File: src/rtl/pipe_hazard_ctrl.sv
`default_nettype none
// ---------------------------------------------------------------------------
// pipe_hazard_ctrl: 5-stage MIPS stall/flush sequencing with MDU busy tracking.
// Optional perf counters under HAZARD_PERF_EN.  Rev 1.0
// ---------------------------------------------------------------------------
module pipe_hazard_ctrl #(
  parameter int REG_W       = 5,
  parameter int MDU_LATENCY = 32,
  parameter int CNT_W       = 8
) (
  input  logic             clk,
  input  logic             reset,
  input  logic [REG_W-1:0] id_rs,
  input  logic [REG_W-1:0] id_rt,
  input  logic             id_uses_rt,
  input  logic             id_valid,
  input  logic             id_is_mdu,
  input  logic             id_reads_hilo,
  input  logic             ex_mem_read,
  input  logic [REG_W-1:0] ex_rt,
  input  logic             branch_taken,
  output logic             pc_write,
  output logic             ifid_write,
  output logic             ifid_flush,
  output logic             idex_bubble,
  output logic             mdu_busy,
  output logic [31:0]      stall_cycles,
  output logic [31:0]      flush_count
);

  typedef enum logic [0:0] {
    RUN     = 1'b0,
    MDU_RUN = 1'b1
  } state_t;

  localparam logic [CNT_W-1:0] CNT_LOAD = CNT_W'(MDU_LATENCY - 1);

  state_t           state_q, state_d;
  logic [CNT_W-1:0] cnt_q, cnt_d;
  logic             mdu_busy_q, mdu_busy_d;
  logic             lu_haz, mdu_haz, stall;

  always_comb begin
    lu_haz  = id_valid & ex_mem_read & (ex_rt != '0) &
              ((ex_rt == id_rs) | (id_uses_rt & (ex_rt == id_rt)));
    mdu_haz = (state_q == MDU_RUN) & id_valid & (id_is_mdu | id_reads_hilo);
    stall   = lu_haz | mdu_haz;
  end

  // Stall outranks flush: branch operands are not valid while stalled.
  always_comb begin
    pc_write    = 1'b1;
    ifid_write  = 1'b1;
    ifid_flush  = 1'b0;
    idex_bubble = 1'b0;
    if (stall) begin
      pc_write    = 1'b0;
      ifid_write  = 1'b0;
      idex_bubble = 1'b1;
    end else if (branch_taken) begin
      ifid_flush  = 1'b1;
    end
  end

  always_comb begin
    state_d    = state_q;
    cnt_d      = cnt_q;
    mdu_busy_d = mdu_busy_q;
    case (state_q)
      RUN: begin
        if (id_valid & id_is_mdu & !stall) begin
          state_d    = MDU_RUN;
          cnt_d      = CNT_LOAD;
          mdu_busy_d = 1'b1;
        end
      end
      MDU_RUN: begin
        if (cnt_q != '0) begin
          cnt_d = cnt_q - CNT_W'(1);
        end else begin
          state_d    = RUN;
          mdu_busy_d = 1'b0;
        end
      end
      default: begin
        state_d    = RUN;
        cnt_d      = '0;
        mdu_busy_d = 1'b0;
      end
    endcase
  end

  always_ff @(posedge clk or posedge reset) begin
    if (reset) begin
      state_q    <= RUN;
      cnt_q      <= '0;
      mdu_busy_q <= 1'b0;
    end else begin
      state_q    <= state_d;
      cnt_q      <= cnt_d;
      mdu_busy_q <= mdu_busy_d;
    end
  end

  assign mdu_busy = mdu_busy_q;

`ifdef HAZARD_PERF_EN
  logic [31:0] stall_cycles_q, stall_cycles_d;
  logic [31:0] flush_count_q, flush_count_d;

  always_comb begin
    stall_cycles_d = stall_cycles_q + {31'd0, stall};
    flush_count_d  = flush_count_q + {31'd0, ifid_flush};
  end

  always_ff @(posedge clk or posedge reset) begin
    if (reset) begin
      stall_cycles_q <= '0;
      flush_count_q  <= '0;
    end else begin
      stall_cycles_q <= stall_cycles_d;
      flush_count_q  <= flush_count_d;
    end
  end

  assign stall_cycles = stall_cycles_q;
  assign flush_count  = flush_count_q;
`else
  assign stall_cycles = 32'h0;
  assign flush_count  = 32'h0;
`endif

endmodule
`default_nettype wire

File: config.mk
export PLATFORM = sky130hd
export DESIGN_NAME = pipe_hazard_ctrl
export DESIGN_NICKNAME = d
export VERILOG_FILES = /design/src/rtl/pipe_hazard_ctrl.sv
export SDC_FILE = /design/constraint.sdc
export NUM_CORES = 1
export LEC_CHECK = 0
export CELL_PAD_IN_SITES_DETAIL_PLACEMENT = 0
export CELL_PAD_IN_SITES_GLOBAL_PLACEMENT = 1
export CORE_UTILIZATION = 21
export DETAILED_ROUTE_END_ITERATION = 16
export PLACE_DENSITY = 0.74
export SYNTH_ARGS = -nofsm -noshare
export SYNTH_HDL_FRONTEND = slang
export SYNTH_SLANG_ARGS = --single-unit
File: constraint.sdc
create_clock -name clk -period 1.9 [get_ports clk]
set_clock_uncertainty 0.05 [all_clocks]
set_input_delay 0.38 -clock clk [delete_from_list [all_inputs] [get_ports clk]]
set_output_delay 0.38 -clock clk [all_outputs]
set_load 0.05 [all_outputs]
[Word-level counts from Yosys, hierarchy flattened]
Cells that the tools add are included.
Cells by class
  add/sub/neg operators: 1
  eq/ne operators: 5
  multiplexer cells: 13
  bitwise gates (word level): 12
  reductions and logical operators: 5
Operator list (number)
  2-to-1 mux 8 bit: 2
  case mux 8 bit (2 select lines): 1
  equality test 5 bit: 2
  bitwise AND 1 bit: 8
  2-to-1 mux 1 bit: 8
  nonzero test 8 bit: 1
  subtractor 8 x 1 -> 8 bit, second input constant: 1
  nonzero test 5 bit: 1
  inequality test 2 bit, second input constant: 2
  case mux 1 bit (2 select lines): 2
  AND reduction 2 bit: 2
  OR 1 bit: 3
  inequality test 2 x 1 -> 1 bit, second input constant: 1
  logical NOT 1 bit: 1
  NOT 1 bit: 1
Storage, ports and cells
  register bits after elaboration: 10
  input bits: 23
  output and inout port bits: 69
  word-level logic and storage cells: 39

[Depth between registers and ports, before layout]
Gate-level depths: netlist of the first run.
  word-level depth: 9
  depth in mapped cells: 7
  depth with buffers taken out: 7

[Least setup slack after synthesis of the first run]
Ideal clock, no wire load.
  kind: input -> output
  start point: input ex_rt[1]
  end point: output pc_write
  arrival time: 1.972 ns
  required time: 1.470 ns
  setup slack: -0.502 ns
  stages on the path: 5
  buffers on the path: 1
  cells stage by stage: or4_1 > o211ai_1 > or2_2 > and2_1 > buf_4
Between the ends
  longest elaborated chain between the ends: 6
  elaborated cells on any way between the ends: 9
  classes of those cells: 2 x eq/ne; 1 x mux; 5 x bitwise; 1 x reduce/logical
RTL lines
  from (decl): line 20  | input logic [REG_W-1:0] ex_rt,
  equality test 5 bit: line 45  | ((ex_rt == id_rs) | (id_uses_rt & (ex_rt == id_rt)));
  bitwise AND 1 bit: line 45
  OR 1 bit: line 45
  bitwise AND 1 bit *: line 44  | lu_haz = id_valid & ex_mem_read & (ex_rt != '0) &
  OR 1 bit *: line 47  | stall = lu_haz | mdu_haz;
  2-to-1 mux 1 bit *
  to (decl): line 22  | output logic pc_write,
Mark *: on every way between the ends. The rest lies on a longest branch, timed or not.

[Worst setup path after layout of the first run]
  start point: input ex_rt[4]
  end point: output ifid_flush
Between the ends
  longest elaborated chain between the ends: 6
  elaborated cells on any way between the ends: 9
  classes of those cells: 2 x eq/ne; 1 x mux; 5 x bitwise; 1 x reduce/logical
RTL lines
  equality test 5 bit: line 45
  bitwise AND 1 bit: line 45
  OR 1 bit: line 45
  bitwise AND 1 bit *: line 44
  OR 1 bit *: line 47
  2-to-1 mux 1 bit *: line 56  | if (stall) begin
  to (decl): line 24  | output logic ifid_flush,
Marked as above.

==> reports/metrics.yaml, run 1 <==
routing:
  first_iter_violations: 32
  via_per_inst: 3.55
  routedWlPerCell_um: 9.07
  antenna_left: 0
  drc: 0
  first_pass_iters: 4
  wirelength_um: 2460
  vias: 963
timing:
  setup_tns_ns: -1.47
  whs_ns: 0.375
  setup_viol: 11
  drv_slew: 0
  fin_crit_ns: 2.19
  clock.fmax_mhz: 457
  finalHoldViolCount: 0
  setup_slack_ns: -0.287
  post-route-period-util_pct: 115
  rsz0062_at_grt: "true"
clock_network:
  cts-htree-levels: 1
  numCtsBuffers: 3
  root_buffer: "clkbuf_8"
  cts_tree: "done"
  hold_buffers: 0
  clk_pin_slew_ns: 0.05
  clock_path_buffers: 2
  cts_sinks: 10
  clock_latency_ns: 0.24
floorplan:
  core.rowCount: 27
  die_h_um: 78.5
  die_area_um2: 6150
  core_um2: 5570
  pin_count: 92
  die_w_um: 78.5
  initial_core_util_pct: 22.0
global_routing:
  track_usage_pct: 7.46
  grt_pass1_vias: 869
  grt_pass1_wl_um: 3750
  grt_overflow_total: 0
  grt_max_degree: 11
  antenna_found_initial: 0
logic_synthesis:
  ys_warn_count: 0
  syn_area_um2: 1230
  syn_inst: 147
  async_flop_share_pct: 100
  synth_ff_type: "dfrtp_1"
  synth_edf_count: 0
  synth_cell_type_count: 32
  synth.avg_cell_area_um2: 8.35
  ys_ff_latch: 10
  ys_seq_area_share_pct: 20.4
pwr:
  leakage_nw: 0.844
  power_density_nw_per_um2: 552
  vdd_drop_max_mv: 0.302
setup_path:
  critPathKind: "in2out"
  arrival_ns: 1.76
  endpoint_kind: "primary output"
  worstPathRequired_ns: 1.47
  start_kind: "input port"
  path_max_fanout: 4
cells_and_area:
  nets: 225
  fill_cells: 606
  final_core_util_pct: 30.0
  drive_above_1_share_pct: 28.6
  ff_latch_area_um2: 250
  area_growth_pct: 36.2
  multi_input_area_um2: 752
  antennaDiodeCount: 0
run_status:
  violations: "negative setup slack"
  status: "finished, violations left"
placement:
  place.port_buffers: 27
  dpl.hpwl_um: 1920
  dpl_worst_slack_ns: -0.739
  place_congestion: 0.756
flow_run:
  cap_violations: 0
min_path:
  hold_path_class: "in2async"
## cells by family after synthesis
| group | Yosys count | synth area share (%) |
|---|---|---|
| AO/OA/AOI/OAI | 16 | 11.6 |
| AND/OR/NAND/NOR | 30 | 13.6 |
| XOR/XNOR | 13 | 9.28 |
| adder cells (fa/ha/maj) | 2 | 2.04 |
| buffers and inverters | 75 | 42.8 |
| other | 1 | 0.306 |
| flip-flops | 10 | 20.4 |
## final timing paths
kind                       startpoint    endpoint  slack, ns  cells past startpoint
setup / recovery             ex_rt[4]  ifid_flush      -0.29                      7
hold / removal                  reset    mdu_busy       0.38                      2
setup reg to reg             cnt_q[0]    cnt_q[0]       0.01                      7
hold reg to reg              mdu_busy    mdu_busy       0.49                      2
max in group asynchronous       reset    cnt_q[7]       1.14                      2
min in group clk             mdu_busy    mdu_busy       0.49                      2
## metal layers
metal	GRT usage (%)	wire (um)	vias to the layer above
met5	0	0	-
met1	8.19	872	459
met4	0.556	0	0
met3	1.74	117	0
li1	-	-	466
met2	14.8	1470	38
## synthesized netlist by cell type (all sizes together) (3+ instances only)
master	count	share of area, %
a32oi	3	2.1
and3	3	1.5
buf	65	40
dfrtp	10	20
inv	8	2.4
nand2	6	1.8
nand3	3	1.2
nor2	4	1.2
o211ai	3	1.8
xnor2	4	2.9
xor2	9	6.4
## worst max-delay path, stage by stage
cell      delay, ns
buf_6          0.10
buf_6          0.10
or4_4          0.47
o211ai_1       0.22
or2_4          0.18
and3_4         0.18
buf_12         0.13
## cell usage in the layout (no fill, tap or decap), types with 2 or more instances in the layout
cell type        synthesis  layout
clkbuf_2                 0       4
dfrtp_1                 10      10
nand3_1                  3       3
xnor2_1                  4       4
a32oi_1                  3       2
dlymetal6s2s_1           0       4
inv_1                    8       6
nand2_1                  6       5
nand4_1                  2       2
o211ai_1                 3       3
buf_4                   65      24
buf_12                   0       4
conb_1                   1      64
and3_1                   3       2
clkdlybuf4s15_1          0       3
a31oi_1                  2       2
inv_2                    0       2
buf_6                    0       4
o311ai_1                 0       2
nor2_1                   4       4
clkdlybuf4s50_1          0       8
xor2_2                   0       2
xor2_1                   9       7
ha_1                     2       2
clkbuf_8                 0       4
## power breakdown
group	internal [mW]	leakage, nW	switching (mW)
logic	0.0915	0.707	0.345
clock network	0.183	0.0288	0.0899
registers	0.213	0.109	0
## registers in the layout (all words and copies together) (netlist names)
| register | flops |
|---|---|
| state_q | 1 |
| mdu_busy | 1 |
| cnt_q | 8 |
## layout make-up
class | count | share of cell area (%)
multi-input cells | 125 | 45.0
repair buffers | 52 | 29.6
well taps | 72 | 5.39
clock buffers | 4 | 3.29
flip-flops and latches | 10 | 15.0
inverters | 8 | 1.80
## per-stage QoR
| stage | total power [mW] | area (um2) | cells |
|---|---|---|---|
| global route | 0.959 | 1670 | 271 |
| CTS | 0.922 | 1620 | 269 |
| global placement | 0.634 | 1490 | 258 |
| detailed placement | 0.635 | 1490 | 258 |
| floorplan | 0.650 | 1480 | 210 |
| finish | 0.922 | 1670 | 271 |
## what timing repair did
item                                    4_1_cts  5_1_grt
endpoints found under the setup margin       14       14
buffers inserted                             12        2
endpoints found under the hold margin         0        0
pin swaps                                    12       17
gates resized for setup                      32       19
Note: power is estimated with default switching activity, not from simulation.
==> run 2: changes to the inputs <==
CORE_MARGIN = 10   (was not set)
==> run 2 against run 1 <==
Against the previous run:
- the run still ends with negative setup slack left
- sequential power hardly changed
- utilization is 1.6 points lower
- critical path depth unchanged
- final area shrank 5.4%
- sequential share of layout area up 0.85 points
- hold slack gained 0.015 ns
- critical endpoint is now ifid_write
- largest cell class unchanged
- largest power group unchanged
==> reports/metrics.yaml, run 2 (synthesis gave the netlist of run 1 again) <==
routing:
  drc: 0
  wirelength_um: 3210
  first_iter_violations: 4
  first_pass_iters: 4
  vias: 923
  via_per_inst: 3.48
  antenna_left: 0
  routedWlPerCell_um: 12.1
cells_and_area:
  drive_above_1_share_pct: 24.9
  largest_register: "cnt_q"
  antennaDiodeCount: 0
  area_growth_pct: 28.8
  final_common_cell: "conb_1"
  finalInstanceArea_um2: 1580
  largest_reg_flops: 8
  mostFrequentLayoutCells: "conb_1 (64), buf_4 (18), dfrtp_1 (10), xor2_1 (9), clkdlybuf4s50_1 (7)"
  nets: 220
clock_network:
  numCtsBuffers: 3
  cts-htree-levels: 1
  clk_pin_slew_ns: 0.05
  cts_sinks: 10
  clock_latency_ns: 0.23
  root_buffer: "clkbuf_8"
  cts_tree: "done"
  clock_path_buffers: 2
floorplan:
  core_um2: 5570
  die_area_um2: 9300
  pin_count: 92
  core.rowCount: 27
  die_w_um: 96.5
  initial_core_util_pct: 22.0
  die_h_um: 96.5
pwr:
  vdd_drop_max_mv: 0.260
  leakage_nw: 0.783
  power_density_nw_per_um2: 541
setup_path:
  start_kind: "input port"
  path_cells: "buf_2 > xor2_1 > nor4_1 > a32oi_1 > or2_4 > and2_4 > buf_12"
  worstPathRequired_ns: 1.47
  path_buf_inv: 2
  path_max_fanout: 4
  cpPeakStageDelay_ns: 0.34
  arrival_ns: 1.77
  endpoint_kind: "primary output"
  critPathKind: "in2out"
  cpMaxStageDelayCell: "nor4_1"
  critPathTopFamily: "simple AND/OR/NAND/NOR gates"
placement:
  place_congestion: 0.697
  place.port_buffers: 27
  dpl_worst_slack_ns: -0.723
  place_area_um2: 1480
  dpl.hpwl_um: 2760
timing:
  setup_tns_ns: -1.14
  drv_slew: 0
  post-route-period-util_pct: 116
  rsz0062_at_grt: "true"
  setup_viol: 5
  clock.fmax_mhz: 455
  finalHoldViolCount: 0
  setup_slack_ns: -0.300
  fin_crit_ns: 2.20
global_routing:
  grt_overflow_total: 0
  grt_max_degree: 11
  antenna_found_initial: 0
  track_usage_pct: 5.95
  grt_pass1_vias: 1059
  grt_pass1_wl_um: 4570
min_path:
  hold_path_class: "in2async"
run_status:
  violations: "negative setup slack"
  status: "finished, violations left"
flow_run:
  cap_violations: 0
-- run 2: worst paths after layout --
check / to / slack, ns / from / cells after the start
setup / recovery: ifid_write / -0.30 / ex_rt[0] / 7
hold / removal: cnt_q[0] / 0.39 / reset / 2
setup reg to reg: cnt_q[0] / 0 / cnt_q[0] / 7
hold reg to reg: mdu_busy / 0.48 / mdu_busy / 2
max in group asynchronous: cnt_q[2] / 1.13 / reset / 2
min in group clk: mdu_busy / 0.48 / mdu_busy / 2
-- run 2: final cells by class --
class,instances,area [um2]
Clock buffer,3,41.3
Fill cell,627,3990
Inverter,8,30.0
Multi-Input combinational cell,125,721
Sequential cell,10,250
Tap cell,72,90.1
Timing Repair Buffer,47,449
-- run 2: worst register-to-register path, cell delays in order (launching register included) --
cell     delay [ns]
dfrtp_1        0.39
inv_2          0.06
ha_2           0.16
or4b_4         0.48
o41ai_4        0.23
buf_4          0.19
xnor2_1        0.06
a31o_1         0.18
-- run 2: where the power goes --
| group | total, mW | internal [mW] | switching, mW |
|---|---|---|---|
| clock | 0.214 | 0.138 | 0.0757 |
| combinational | 0.428 | 0.0844 | 0.343 |
| sequential | 0.214 | 0.214 | 0 |
-- run 2: routing by layer --
metal  up-vias  GRT usage [%]  wire [um]  part of all wire, %
li1        455              -          -                    -
met1       428           5.81       1090                   34
met2        36           11.7       1870                   58
met3         4           1.08        189                  5.9
met4         0           2.66         59                  1.8
met5         -              0          0                    0
-- run 2: metrics by stage --
stage | hold WS [ns] | total power, mW | cells | utilization [%]
after CTS | 0.412 | 0.853 | 265 | 28.0
after global routing | 0.455 | 0.892 | 265 | 28.4
final | 0.390 | 0.855 | 265 | 28.4
after floorplan | 0.170 | 0.650 | 210 | -
after global placement | 0.448 | 0.633 | 257 | 26.6
after detailed placement | 0.460 | 0.634 | 257 | 26.6
-- run 2: what timing repair did --
action | 4_1_cts | 5_1_grt
endpoints found under the setup margin | 14 | 14
resized for setup | 45 | 10
hold buffers | 0 | 0
pin swaps | 13 | 8
setup buffers | 8 | 3
endpoints found under the hold margin | 0 | 0
